### src/rtl/knob_menu_ctrl_if.sv
// ----------------------------------------------------------------------------
// knob_menu_ctrl_if
// Connection bundle between the rotary/button front end, the menu controller
// and the consumers of the slot registers.
// ----------------------------------------------------------------------------
interface knob_menu_ctrl_if #(
   parameter int NSLOT  = 4,
   parameter int W      = 8,
   parameter int KNOB_N = 12
);
   localparam int KW = $clog2(KNOB_N);
   localparam int SW = $clog2(NSLOT);

   logic [KW-1:0]      knob_i;
   logic               btn_ni;
   logic [NSLOT*W-1:0] value_o;
   logic [SW-1:0]      sel_o;
   logic               editing_o;
   logic               upd_o;
   logic [SW-1:0]      upd_idx_o;

   modport master (
      output knob_i, btn_ni,
      input  value_o, sel_o, editing_o, upd_o, upd_idx_o
   );

   modport slave (
      input  knob_i, btn_ni,
      output value_o, sel_o, editing_o, upd_o, upd_idx_o
   );
endinterface

### src/rtl/knob_menu_ctrl.sv
// ----------------------------------------------------------------------------
// knob_menu_ctrl
// Rotary/button driven menu of NSLOT configuration registers with BROWSE and
// EDIT modes, saturating value steps, default restore and idle timeout.
// ----------------------------------------------------------------------------
module knob_menu_ctrl #(
   parameter int                 NSLOT    = 4,
   parameter int                 W        = 8,
   parameter int                 MAXV     = 255,
   parameter logic [NSLOT*W-1:0] INIT_VAL = '0,
   parameter int                 KNOB_N   = 12,
   parameter int                 DEBOUNCE = 40000,
   parameter int                 LONG     = 50000000,
   parameter int                 TIMEOUT  = 500000000
) (
   input  logic             clk_i,
   input  logic             rst_ni,
   knob_menu_ctrl_if.slave  bus
);

   localparam int KW  = $clog2(KNOB_N);
   localparam int SW  = $clog2(NSLOT);
   localparam int DBW = $clog2(DEBOUNCE + 1);
   localparam int HW  = $clog2(LONG + 1);
   localparam int TW  = $clog2(TIMEOUT + 1);
   localparam int VW  = W + 4;   // headroom so value + magnitude cannot wrap

   localparam logic [NSLOT-1:0][W-1:0] INIT_ARR = INIT_VAL;

   typedef enum logic {BROWSE, EDIT} mode_e;

   // ---------------------------------------------------------------- button
   logic           btn_s1, btn_s2;    // synchronized, 1 = pressed
   logic           btn_acc;           // debounced, 1 = pressed
   logic [DBW-1:0] db_cnt;
   logic [HW-1:0]  hold_cnt;
   logic           long_done;
   logic           db_flip, short_ev, long_ev, btn_ev;

   // NOTE: sequential state is written with <= so every flop samples the
   // values from before the edge, independent of statement order.
   always_ff @(posedge clk_i or negedge rst_ni) begin
      if (!rst_ni) begin
         btn_s1 <= 1'b0;
         btn_s2 <= 1'b0;
      end else begin
         btn_s1 <= ~bus.btn_ni;
         btn_s2 <= btn_s1;
      end
   end

   assign db_flip  = (btn_s2 != btn_acc) && (db_cnt == DBW'(DEBOUNCE - 1));
   assign long_ev  = btn_acc && !long_done && (hold_cnt == HW'(LONG - 1));
   // Release of a press that never reached LONG is the short event.
   assign short_ev = db_flip && btn_acc && !long_done && !long_ev;
   assign btn_ev   = short_ev || long_ev;

   always_ff @(posedge clk_i or negedge rst_ni) begin
      if (!rst_ni) begin
         btn_acc <= 1'b0;
         db_cnt  <= '0;
      end else if (btn_s2 != btn_acc) begin
         if (db_flip) begin
            btn_acc <= btn_s2;
            db_cnt  <= '0;
         end else begin
            db_cnt <= db_cnt + 1'b1;
         end
      end else begin
         db_cnt <= '0;
      end
   end

   // Hold counter freezes once the long event has fired so it cannot wrap.
   always_ff @(posedge clk_i or negedge rst_ni) begin
      if (!rst_ni) begin
         hold_cnt  <= '0;
         long_done <= 1'b0;
      end else if (!btn_acc) begin
         hold_cnt  <= '0;
         long_done <= 1'b0;
      end else if (!long_done) begin
         hold_cnt <= hold_cnt + 1'b1;
         if (long_ev) long_done <= 1'b1;
      end
   end

   // ------------------------------------------------- rotary step detection
   logic          primed;
   logic [KW-1:0] knob_q, knob_nxt, knob_prv;
   logic          step_up, step_dn;

   assign knob_nxt = (knob_q == KW'(KNOB_N - 1)) ? '0 : knob_q + 1'b1;
   assign knob_prv = (knob_q == '0) ? KW'(KNOB_N - 1) : knob_q - 1'b1;
   assign step_up  = primed && (bus.knob_i == knob_nxt);
   assign step_dn  = primed && (bus.knob_i == knob_prv);

   // The reference tracks the rotary input every cycle, so any jump larger
   // than one detent simply resyncs without producing a step.
   always_ff @(posedge clk_i or negedge rst_ni) begin
      if (!rst_ni) begin
         primed <= 1'b0;
         knob_q <= '0;
      end else begin
         primed <= 1'b1;
         knob_q <= bus.knob_i;
      end
   end

   // ---------------------------------------------------------- mode / slots
   mode_e                  mode_q;
   logic [SW-1:0]          sel_q;
   logic [NSLOT-1:0][W-1:0] val_q;
   logic                   upd_q;
   logic [SW-1:0]          upd_idx_q;
   logic                   editing_q;
   logic [TW-1:0]          idle_q;
   logic [3:0]             mag;
   logic [W-1:0]           cur_val, step_val;
   logic [VW-1:0]          sum;

`ifdef KNOB_ACCEL_EN
   localparam int AW = 21;
   localparam logic [AW-1:0] ACC_WIN = AW'(1 << 20);

   logic [AW-1:0] acc_tmr;
   logic          acc_valid, acc_up, accel_hit, step_applied;

   assign step_applied = (mode_q == EDIT) && (step_up || step_dn) && !btn_ev;
   assign accel_hit    = acc_valid && (acc_tmr < ACC_WIN) && (acc_up == step_up);
   assign mag          = accel_hit ? 4'd8 : 4'd1;

   // acc_tmr counts cycles since the last applied step and parks at the window
   // edge; leaving EDIT forgets the step history.
   always_ff @(posedge clk_i or negedge rst_ni) begin
      if (!rst_ni) begin
         acc_tmr   <= '0;
         acc_valid <= 1'b0;
         acc_up    <= 1'b0;
      end else if (mode_q != EDIT) begin
         acc_valid <= 1'b0;
      end else if (step_applied) begin
         acc_valid <= 1'b1;
         acc_up    <= step_up;
         acc_tmr   <= '0;
      end else if (acc_tmr != ACC_WIN) begin
         acc_tmr <= acc_tmr + 1'b1;
      end
   end
`else
   assign mag = 4'd1;
`endif

   // NOTE: every signal written here gets a default first, so no path through
   // the block leaves it unassigned and no latch is inferred.
   always_comb begin
      cur_val  = val_q[sel_q];
      sum      = VW'(cur_val) + VW'(mag);
      step_val = cur_val;
      if (step_up) begin
         step_val = (sum > VW'(MAXV)) ? W'(MAXV) : sum[W-1:0];
      end else if (step_dn) begin
         step_val = (VW'(cur_val) < VW'(mag)) ? '0 : cur_val - W'(mag);
      end
   end

   // Button events win over a same-cycle rotary step (the step is dropped);
   // a rotary step wins over the idle terminal count and restarts the timer.
   always_ff @(posedge clk_i or negedge rst_ni) begin
      if (!rst_ni) begin
         mode_q    <= BROWSE;
         sel_q     <= '0;
         // NOTE: the slots are ordinary flops with a reset default, not a
         // RAM, so resetting the whole array is intentional.
         val_q     <= INIT_ARR;
         upd_q     <= 1'b0;
         upd_idx_q <= '0;
         editing_q <= 1'b0;
         idle_q    <= '0;
      end else begin
         upd_q <= 1'b0;
         case (mode_q)
            BROWSE: begin
               if (short_ev) begin
                  mode_q    <= EDIT;
                  editing_q <= 1'b1;
                  idle_q    <= '0;
               end else if (!long_ev) begin
                  if (step_up) begin
                     sel_q <= (sel_q == SW'(NSLOT - 1)) ? '0 : sel_q + 1'b1;
                  end else if (step_dn) begin
                     sel_q <= (sel_q == '0) ? SW'(NSLOT - 1) : sel_q - 1'b1;
                  end
               end
            end
            EDIT: begin
               if (short_ev) begin
                  mode_q    <= BROWSE;
                  editing_q <= 1'b0;
                  idle_q    <= '0;
               end else if (long_ev) begin
                  idle_q <= '0;
                  if (cur_val != INIT_ARR[sel_q]) begin
                     val_q[sel_q] <= INIT_ARR[sel_q];
                     upd_q        <= 1'b1;
                     upd_idx_q    <= sel_q;
                  end
               end else if (step_up || step_dn) begin
                  idle_q <= '0;
                  if (step_val != cur_val) begin
                     val_q[sel_q] <= step_val;
                     upd_q        <= 1'b1;
                     upd_idx_q    <= sel_q;
                  end
               end else if (idle_q == TW'(TIMEOUT - 1)) begin
                  mode_q    <= BROWSE;
                  editing_q <= 1'b0;
                  idle_q    <= '0;
               end else begin
                  idle_q <= idle_q + 1'b1;
               end
            end
            default: mode_q <= BROWSE;
         endcase
      end
   end

   assign bus.value_o   = val_q;
   assign bus.sel_o     = sel_q;
   assign bus.editing_o = editing_q;
   assign bus.upd_o     = upd_q;
   assign bus.upd_idx_o = upd_idx_q;

endmodule
### src/flat_wrapper.sv
// flat-port wrapper written by rule: the top's interface ports become plain ports
module knob_menu_ctrl_flat 
#(
   parameter int                 NSLOT    = 4,
   parameter int                 W        = 8,
   parameter int                 MAXV     = 255,
   parameter logic [NSLOT*W-1:0] INIT_VAL = '0,
   parameter int                 KNOB_N   = 12,
   parameter int                 DEBOUNCE = 40000,
   parameter int                 LONG     = 50000000,
   parameter int                 TIMEOUT  = 500000000
)
  (clk_i, rst_ni, bus_knob_i, bus_btn_ni, bus_value_o, bus_sel_o, bus_editing_o, bus_upd_o, bus_upd_idx_o);
  knob_menu_ctrl_if #(.NSLOT(NSLOT), .W(W), .KNOB_N(KNOB_N)) bus_i ();
  input  logic clk_i;
  input  logic rst_ni;
  input wire logic [$bits(bus_i.knob_i)-1:0] bus_knob_i;
  input wire logic [$bits(bus_i.btn_ni)-1:0] bus_btn_ni;
  output wire logic [$bits(bus_i.value_o)-1:0] bus_value_o;
  output wire logic [$bits(bus_i.sel_o)-1:0] bus_sel_o;
  output wire logic [$bits(bus_i.editing_o)-1:0] bus_editing_o;
  output wire logic [$bits(bus_i.upd_o)-1:0] bus_upd_o;
  output wire logic [$bits(bus_i.upd_idx_o)-1:0] bus_upd_idx_o;
  assign bus_i.knob_i = bus_knob_i;
  assign bus_i.btn_ni = bus_btn_ni;
  assign bus_value_o = bus_i.value_o;
  assign bus_sel_o = bus_i.sel_o;
  assign bus_editing_o = bus_i.editing_o;
  assign bus_upd_o = bus_i.upd_o;
  assign bus_upd_idx_o = bus_i.upd_idx_o;
  knob_menu_ctrl #(.NSLOT(NSLOT), .W(W), .MAXV(MAXV), .INIT_VAL(INIT_VAL), .KNOB_N(KNOB_N), .DEBOUNCE(DEBOUNCE), .LONG(LONG), .TIMEOUT(TIMEOUT)) u_core (.clk_i(clk_i), .rst_ni(rst_ni), .bus(bus_i));
endmodule
### config.mk
export PLATFORM = sky130hd
export DESIGN_NAME = knob_menu_ctrl_flat
export DESIGN_NICKNAME = d
export VERILOG_FILES = /design/src/rtl/knob_menu_ctrl_if.sv /design/src/rtl/knob_menu_ctrl.sv /design/src/flat_wrapper.sv
export SDC_FILE = /design/constraint.sdc
export NUM_CORES = 1
export LEC_CHECK = 0
export BUFFER_PORTS_ARGS = -buffer_cell sky130_fd_sc_hd__buf_2
export CAP_MARGIN = 20
export CORE_UTILIZATION = 65
export CTS_CLUSTER_DIAMETER = 150
export DETAILED_ROUTE_END_ITERATION = 7
export PLACE_DENSITY = 0.9
export SLEW_MARGIN = 15
export SYNTH_ARGS = -nofsm -noshare
export SYNTH_HDL_FRONTEND = slang
export SYNTH_SLANG_ARGS = --single-unit
### constraint.sdc
create_clock -name clk_i -period 9.6 [get_ports clk_i]
set_input_delay 0.48 -clock clk_i [delete_from_list [all_inputs] [get_ports clk_i]]
set_output_delay 0.48 -clock clk_i [all_outputs]
set_load 0.05 [all_outputs]
==> impl_metrics.tcl, run 1 <==
set metrics [dict create \
    die_h_um 103.2 \
    cts_buffers 17 \
    grt_max_degree 65 \
    cp-end-kind "flip-flop" \
    fp-row-count 36 \
    via_per_inst 6.454 \
    cts-root-buf "clkbuf_8" \
    grt_pass1_wl_um 26280 \
    seq_area_frac_synth_pct 44.69 \
    drc_errors 0 \
    syn_area_per_cell_um2 10.31 \
    fp.dieW_um 103.2 \
    skew_ns 0.01291 \
    finalCriticalPeriod_ns 3.939 \
    crit_buf_inv 0 \
    slew_headroom_pct 31.19 \
    wl_per_cell_um 19.60 \
    power_switching_mw 0.3134 \
    drt-total-wl_um 16250 \
    yosysMostFrequentCell "dfrtp_1" \
    ff2ff_setup_slack_ns 5.66 \
    intPower_mw 0.9260 \
    critPathMaxStageDelay_ns 0.83 \
    tightest_slew_ns 1.028 \
    irDropWorstVdd_mv 0.1574 \
    start_util_pct 67.54 \
    clk_pin_slew_ns 0.06 \
    ctsLongestPathBuffers 2 \
    hold_buffers 0 \
    io_pins 45 \
    clockPowerShare_pct 50.4 \
    htree_levels 4 \
    worst_skew_pair.late_latency_ns 0.53 \
    final_cells 829 \
    first_pass_iters 5 \
    fin_tns_setup_ns 0 \
    track_usage_pct 33.02 \
    yosysTopAreaCell "dfrtp_1" \
    post_cts_resize_count 0 \
    p_comb_share_pct 6.3 \
    synth_area_um2 6663 \
    drv_cap 0 \
    crit_chain "nor4b_1, and4_1, and4_1, nor2_1, nor2_1, o211ai_1, o21ai_0" \
    sw_frac_of_total_pct 25.29 \
    globalplace.congestion 0.8340 \
    dp_cells 797 \
    core_um2 9864 \
    synth_top_cell_area_share_pct 44.69 \
    die_area_um2 10660 \
    synthTopCellsByArea "dfrtp_1 (45%), mux2_1 (5.6%), xnor2_1 (4.1%)" \
    setup_viol 0 \
    critPathLaunchType "flip-flop" \
    synth-edff-count 0 \
    rsz0062_at_grt "no" \
    crit_family "simple AND/OR/NAND/NOR gates" \
    hold_path_class "input pin to asynchronous set/reset pin" \
    area_growth_pct 12.64 \
    cp.arrival_ns 4.33 \
    critPathRequiredTime_ns 9.99 \
    cts_tree "yes" \
    grt-ovfl-total 0 \
    worst_path_max_delay_cell "dfrtp_1" \
    hold_ws_ns -0.007279 \
    drt_iter0_markers 392 \
    cts_sinks 119 \
    dp.final_hpwl_um 10210 \
    vias 5350 \
    portBuffers 44 \
    slew_violations 0 \
    synth_cell_types 66 \
    antenna_found_initial 0 \
    drive_gt1_share_pct 14.80 \
    p_per_area_nw_per_um2 165.2 \
    hold_viol 1 \
    cp_max_fo 31 \
    p_leak_nw 3.469 \
    ys_warn_count 0 \
    syn-num-nets 664 \
    synth_cells 646 \
    violations "hold timing" \
    grt_pass1_vias 5155 \
    cts_setup_buffers 0 \
    total_power_mw 1.239 \
    nets 701 \
    postRouteAntennaNets 0 \
    finalCritPeriodShare_pct 41.03 \
    synth_common_cells "dfrtp_1 (119), nand2_1 (53), o21ai_0 (38)" \
    seqPwrFrac_pct 43.3 \
    async_flop_share_pct 100.0 \
    ys.flop_type "dfrtp_1" \
    ys_ff_latch 119 \
    num_antenna_cells 0 \
    max_freq_ghz 0.2539 \
    critical_path_class "flip-flop to flip-flop" \
    status "complete, but fails checks" \
]
## metal layers
| metal | GRT usage [%] | wire, um | vias to the layer above |
|---|---|---|---|
| met2 | 55.79 | 8080 | 213 |
| met5 | 0 | 0 | - |
| met1 | 40.33 | 6634 | 2664 |
| met4 | 15.06 | 600 | 0 |
| met3 | 7.997 | 929 | 55 |
| li1 | - | - | 2418 |
## cell families (layout without fill, tap and decap cells)
family | after synthesis | after routing | synth area share [%]
other | 1 | 1 | 0.05628
flip-flops | 119 | 119 | 44.69
AO/OA/AOI/OAI | 113 | 113 | 10.85
XOR/XNOR | 47 | 47 | 6.178
multiplexers | 56 | 56 | 10.84
adder cells (fa/ha/maj) | 11 | 11 | 2.066
AND/OR/NAND/NOR | 253 | 253 | 22.10
buffers and inverters | 46 | 96 | 3.211
## sequential cells by signal (all words and copies together), names as in the netlist, 2 cells and up
| register | count |
|---|---|
| u_core.bus.sel_o | 2 |
| u_core.bus.value_o | 32 |
| u_core.knob_q | 4 |
| u_core.hold_cnt | 26 |
| u_core.idle_q | 29 |
| u_core.db_cnt | 16 |
| u_core.bus.upd_idx_o | 2 |
## metrics by stage
stage / setup WS [ns] / util [%] / hold slack (ns) / instance area (um^2)
floorplan: 5.962 / - / 0.1844 / 6663
CTS: 5.654 / 76.08 / 0.02434 / 7505
global route: 5.381 / 76.08 / 0.04421 / 7505
global placement: 5.904 / 70.23 / 0.3390 / 6928
finish: 5.661 / 76.08 / -0.007279 / 7505
detailed placement: 5.802 / 70.23 / 0.3379 / 6928
## worst paths after layout
kind                           startpoint                     end  depth (start not counted)
max                        u_core.btn_acc     u_core.bus.sel_o[1]                          7
max reg2reg                u_core.btn_acc     u_core.bus.sel_o[1]                          7
min reg2reg                 u_core.btn_s1           u_core.btn_s2                          0
max in group asynchronous          rst_ni  u_core.bus.value_o[22]                          2
min in group clk_i             bus_btn_ni           u_core.btn_s1                          2
min                                rst_ni        u_core.knob_q[2]                          1
## power by group through the flow
stage / sequential [mW] / combinational [mW] / clock, mW
finish: 0.537 / 0.0777 / 0.625
global route: 0.539 / 0.0891 / 0.652
CTS: 0.536 / 0.0789 / 0.623
detailed placement: 0.545 / 0.0779 / 0
global placement: 0.543 / 0.0732 / 0
floorplan: 0.543 / 0.0527 / 0
## cell usage in the layout (no fill, tap or decap), types with 15 or more instances in the layout
master     netlist  routed
a21oi_1         15      15
and2_1          28      28
and3_1          23      23
buf_2            3      43
clkbuf_16        0      16
dfrtp_1        119     119
mux2_1          33      33
nand2_1         53      53
nand3_1         28      28
nand4_1         16      16
nor2_1          32      32
o21ai_0         38      38
xnor2_1         31      31
xor2_1          16      16
## final cells by class
cell class | instances | area, um^2
Inverter | 16 | 60.06
Clock inverter | 13 | 145.1
Sequential cell | 119 | 2978
Tap cell | 133 | 166.4
Timing Repair Buffer | 48 | 252.7
Fill cell | 615 | 2360
Clock buffer | 19 | 431.7
Multi-Input combinational cell | 481 | 3471
(Power assumes the default switching activity.)
==> run 2, diff against run 1 <==
--- a/config.mk
+++ b/config.mk
@@ -7,10 +7,10 @@
 export LEC_CHECK = 0
 export BUFFER_PORTS_ARGS = -buffer_cell sky130_fd_sc_hd__buf_2
 export CAP_MARGIN = 20
-export CORE_UTILIZATION = 65
+export CORE_UTILIZATION = 61
 export CTS_CLUSTER_DIAMETER = 150
 export DETAILED_ROUTE_END_ITERATION = 7
-export PLACE_DENSITY = 0.9
+export PLACE_DENSITY = 0.85
 export SLEW_MARGIN = 15
 export SYNTH_ARGS = -nofsm -noshare
 export SYNTH_HDL_FRONTEND = slang
==> constraint.sdc (replaced) <==
create_clock -name clk_i -period 4 [get_ports clk_i]
set_input_delay 0.2 -clock clk_i [delete_from_list [all_inputs] [get_ports clk_i]]
set_output_delay 0.2 -clock clk_i [all_outputs]
set_load 0.05 [all_outputs]
==> run 2 against run 1 <==
  * The run now ends clean
  * Sequential power increased by 140%
  * Combinational power increased by 150%
  * Largest power group unchanged
  * Critical path type unchanged
  * Register-to-register slack got worse by 5.3 ns
==> impl_metrics.tcl, run 2 (synthesis results as in run 1) <==
set metrics [dict create \
    status "finished clean" \
    core_um2 10460 \
    met1_length_um 7036 \
    layout_common_cells "dfrtp_1 (118), nand2_1 (53), buf_2 (43)" \
    largest_register_ff_count 32 \
    critPathMaxStageDelay_ns 0.62 \
    sequential_cell_area_um2 2979 \
    ctsLongestPathBuffers 2 \
    via_per_inst 6.238 \
    rsz0062_at_grt "no" \
    cp.arrival_ns 4.01 \
    final_cells 845 \
    critical_path_class "flip-flop to flip-flop" \
    critPathRequiredTime_ns 4.40 \
    p_leak_nw 3.570 \
    fp-row-count 37 \
    finalCritPeriodShare_pct 90.13 \
    vias 5271 \
    clk_pin_slew_ns 0.06 \
    p_per_area_nw_per_um2 405.6 \
    grt_pass1_wl_um 26260 \
    place_area_um2 6984 \
    grt_max_degree 62 \
    drv_cap 0 \
    timing.rr.start "u_core.bus.sel_o[0]" \
    cp_max_fo 11 \
    max_freq_ghz 0.2774 \
    die_area_um2 11340 \
    cts_buffers 17 \
    postRouteAntennaNets 0 \
    num-fill-cells 692 \
    htree_levels 4 \
    drc_errors 0 \
    cts_tree "yes" \
    post-place-ws_ns 0.2938 \
    portBuffers 44 \
    irDropWorstVdd_mv 0.3544 \
    critPathLaunch "u_core.bus.sel_o[0]" \
    die_h_um 106.5 \
    hold_viol 0 \
    utilization_pct 73.40 \
    drt-total-wl_um 15660 \
    fp.dieW_um 106.5 \
    fin_tns_setup_ns 0 \
    drive_gt1_share_pct 15.80 \
    slew_headroom_pct 47.59 \
    start_util_pct 63.68 \
    tightest_slew_ns 0.7861 \
    dp_cells 807 \
    cts_setup_buffers 0 \
    cts_sinks 119 \
    layout_commonest_cell "dfrtp_1" \
    slew_violations 0 \
    cts-root-buf "clkbuf_8" \
    globalplace.congestion 0.9860 \
    worst_path_max_delay_cell "or4_4" \
    crit_chain "mux4_2, ha_1, nand2_1, o22a_1, nor4_2, o211ai_1, o211a_1, or4_4, nand4_4, mux2_1" \
    highest_layer "met4" \
    dp.final_hpwl_um 10650 \
    setup_slack_ns 0.3948 \
    cp-end-kind "flip-flop" \
    total_power_mw 3.115 \
    setup_viol 0 \
    routed-wl-met2_um 7559 \
    grt-ovfl-total 0 \
    r2r_cells 10 \
    hold_ws_ns 0.2908 \
    r2r_end "u_core.bus.value_o[26]" \
    nets 714 \
    area_growth_pct 15.27 \
    io_pins 45 \
    wl_per_cell_um 18.53 \
    first_pass_iters 5 \
    num_antenna_cells 0 \
    multiInputGateArea_um2 3471 \
    worst_skew_pair.late_latency_ns 0.53 \
    skew_ns 0.008829 \
    finalCriticalPeriod_ns 3.605 \
    wl_met3_um 930 \
    critPathLaunchType "flip-flop" \
    antenna_found_initial 0 \
    ff2ff_setup_slack_ns 0.39 \
    track_usage_pct 30.07 \
    fin_area_um2 7680 \
    grt_pass1_vias 5206 \
    hold_path_class "input pin to asynchronous set/reset pin" \
    drt_iter0_markers 525 \
]
[run 2: what timing repair did]
item / CTS / global route
endpoints found under the hold margin: 64 / 0
resized for setup: 0 / 1
setup endpoints to repair: 0 / 1
hold buffers: 6 / 0
[run 2: worst max path at each step]
stage | end | slack, ns
final | u_core.bus.value_o[26] | 0.39
after global routing | u_core.bus.value_o[7] | 0.18
after CTS | u_core.bus.value_o[26] | 0.29
after detailed placement | u_core.bus.value_o[26] | 0.29
after global placement | u_core.bus.value_o[27] | 0.40
after floorplan | u_core.bus.value_o[11] | 0.36
[run 2: area by class of cell]
cell class	instances	area share [%]
Clock inverter	13	2.509
Tap cell	136	2.216
Sequential cell	119	38.79
Multi-Input combinational cell	481	45.19
Inverter	16	0.7820
Clock buffer	19	5.751
Timing Repair Buffer	61	4.757
[run 2: critical path: cells and delay by family (launching register included)]
family                     cells  cell delay (ns)
adders and majority gates      1             0.23
DFF                            1             0.52
and+or+nand+nor                4             1.32
muxes                          2             0.85
AOI/OAI and AO/OA              3             0.56
[run 2: layer usage]
layer | track usage [%] | up-vias
met5 | 0 | -
met4 | 9.785 | 0
met3 | 8.216 | 12
met2 | 46.89 | 173
met1 | 40.83 | 2650
li1 | - | 2436
[run 2: power breakdown]
part           switching (mW)  internal [mW]  total, mW  leakage [nW]
Sequential             0.0428           1.25       1.29          1.62
Clock                   0.581           1.05       1.63         0.306
Combinational           0.119         0.0741      0.193          1.64
Total                   0.742           2.37       3.12          3.57
==> run 3, diff against run 2 <==
--- a/config.mk
+++ b/config.mk
@@ -5,11 +5,12 @@
 export SDC_FILE = /design/constraint.sdc
 export NUM_CORES = 1
 export LEC_CHECK = 0
-export BUFFER_PORTS_ARGS = -buffer_cell sky130_fd_sc_hd__buf_2
+export ABC_AREA = 0
 export CAP_MARGIN = 20
-export CORE_UTILIZATION = 61
+export CORE_UTILIZATION = 64
 export CTS_CLUSTER_DIAMETER = 150
 export DETAILED_ROUTE_END_ITERATION = 7
+export DONT_BUFFER_PORTS = 1
 export PLACE_DENSITY = 0.85
 export SLEW_MARGIN = 15
 export SYNTH_ARGS = -nofsm -noshare
==> run 3 against run 2 <==
  * Via count fell by 0.38%
  * Design area is 2.1% lower
  * Combinational power down 5%
  * Fmax down 2.9%
  * Register-to-register slack lost 0.11 ns
  * Sequential cell count unchanged
  * Global-route usage grew 0.86 points
  * Largest power group unchanged
  * First-iteration DRC count down 8.0%
  * Sequential power hardly changed
  * Critical path type unchanged
  * Clock power shrank 9%
==> impl_metrics.tcl, run 3 (synthesis results as in run 1) <==
set metrics [dict create \
    antenna_found_initial 0 \
    p_per_area_nw_per_um2 395.1 \
    sequential_cell_area_um2 2979 \
    hold_path_class "input pin to flip-flop" \
    finalCriticalPeriod_ns 3.714 \
    die_area_um2 10820 \
    portBuffers 0 \
    critPathLaunchType "flip-flop" \
    postRouteAntennaNets 0 \
    setup_viol 0 \
    area_growth_pct 12.81 \
    cts_sinks 119 \
    worst_hold_path.num_cells 1 \
    fin_tns_setup_ns 0 \
    start_util_pct 67.23 \
    fp.dieW_um 104.0 \
    clk_pin_slew_ns 0.06 \
    slew_headroom_pct 52.96 \
    cp-end-kind "flip-flop" \
    hold_viol 0 \
    cts_buffers 17 \
    htree_levels 4 \
    drt-total-wl_um 15580 \
    rsz0062_at_grt "no" \
    multiInputGateArea_um2 3471 \
    post-place-ws_ns 0.1867 \
    via_per_inst 6.475 \
    setup_slack_ns 0.2857 \
    first_pass_iters 7 \
    io_pins 45 \
    drt_iter0_markers 483 \
    grt_pass1_wl_um 26240 \
    drv_cap 0 \
    drive_gt1_share_pct 11.95 \
    layout_common_cells "dfrtp_1 (118), nand2_1 (53), o21ai_0 (38)" \
    vias 5251 \
    num-fill-cells 644 \
    globalplace.congestion 0.9162 \
    status "finished clean" \
    cts_tree "yes" \
    timing.rr.start "u_core.bus.sel_o[0]" \
    r2r_end "u_core.bus.value_o[21]" \
    skew_ns 0.01095 \
    tightest_slew_ns 0.7055 \
    track_usage_pct 30.94 \
    num_antenna_cells 0 \
    dp.final_hpwl_um 10320 \
    slew_violations 0 \
    ff2ff_setup_slack_ns 0.29 \
    fp-row-count 36 \
    max_freq_ghz 0.2692 \
    ctsLongestPathBuffers 2 \
    grt_pass1_vias 5208 \
    cts-root-buf "clkbuf_8" \
    hold_start "bus_knob_i[3]" \
    die_h_um 104.0 \
    layout_commonest_cell "dfrtp_1" \
    critPathRequiredTime_ns 4.41 \
    finalCritPeriodShare_pct 92.86 \
    largest_register_ff_count 32 \
    irDropWorstVdd_mv 0.3458 \
    critical_path_class "flip-flop to flip-flop" \
    cp.arrival_ns 4.12 \
    worst_skew_pair.late_latency_ns 0.53 \
    hold_end "u_core.knob_q[3]" \
    r2r_cells 10 \
    wl_per_cell_um 19.21 \
    p_leak_nw 3.383 \
    drc_errors 0 \
    core_um2 9910 \
    grt-ovfl-total 0 \
    grt_max_degree 120 \
    nets 683 \
    cp_max_fo 14 \
]
[run 3: changes by cell type in the layout (fill, tap and decap cells not counted), sizes merged]
cell / previous run / this run
buf: 55 / 24
bufinv: 4 / 2
clkbuf: 19 / 17
clkinvlp: 2 / 4
inv: 20 / 22
[run 3: worst max-delay path by stage]
stage                                   start                endpoint  slack (ns)  cells past startpoint
final                     u_core.bus.sel_o[0]  u_core.bus.value_o[21]        0.29                     10
after global routing      u_core.bus.sel_o[0]  u_core.bus.value_o[21]        0.12                     10
after CTS                 u_core.bus.sel_o[0]   u_core.bus.value_o[7]        0.14                     10
after detailed placement  u_core.bus.sel_o[0]  u_core.bus.value_o[29]        0.19                     10
after global placement    u_core.bus.sel_o[0]  u_core.bus.value_o[20]        0.32                     10
after floorplan           u_core.bus.sel_o[1]  u_core.bus.value_o[11]        0.36                     12
[run 3: power by group]
group | switching (mW) | leakage (nW) | total, mW | internal (mW)
combinational | 0.112 | 1.49 | 0.184 | 0.0721
clock | 0.593 | 0.273 | 1.49 | 0.897
sequential | 0.0505 | 1.62 | 1.30 | 1.25
total | 0.755 | 3.38 | 2.97 | 2.21
[run 3: per-stage QoR]
step	total power, mW	instances	hold WS (ns)	instance area [um^2]	utilization [%]
3_3_place_gp	1.452	772	-0.09322	6848	69.10
2_1_floorplan	1.429	646	-0.09559	6663	-
6_report	2.970	811	0.2320	7516	75.85
5_1_grt	3.079	811	0.2151	7516	75.85
4_1_cts	2.985	811	0.2000	7515	75.83
3_5_place_dp	1.464	772	-0.09251	6848	69.10
[run 3: critical path: stages (launching register included)]
cell,delay [ns]
dfrtp_2,0.55
mux4_2,0.50
ha_1,0.23
nand2_1,0.07
o22a_1,0.24
nor4_2,0.44
o211ai_1,0.17
o211a_1,0.16
or4_4,0.62
nand4_4,0.22
mux2_1,0.36
[run 3: routing by layer]
metal / up-vias / routed length, um / GRT usage, %
met5: - / 0 / 0
met4: 0 / 307 / 10.61
met3: 34 / 1134 / 10.40
met2: 216 / 7333 / 47.71
met1: 2624 / 6804 / 41.02
li1: 2377 / - / -
[run 3: what timing repair did]
action                                 in CTS  in global routing
setup endpoints to repair                   0                 34
resized for setup                           0                  1
setup buffers                               0                  0
hold buffers                                7                  0
endpoints found under the hold margin     124                  0
[run 3: layout make-up]
type                    count  share of cell area [%]
clock buffers              17                   5.510
clock inverters            15                   2.197
inverters                  16                  0.7991
multi-input cells         481                   46.18
flip-flops and latches    119                   39.64
well taps                 133                   2.214
repair buffers             30                   3.463
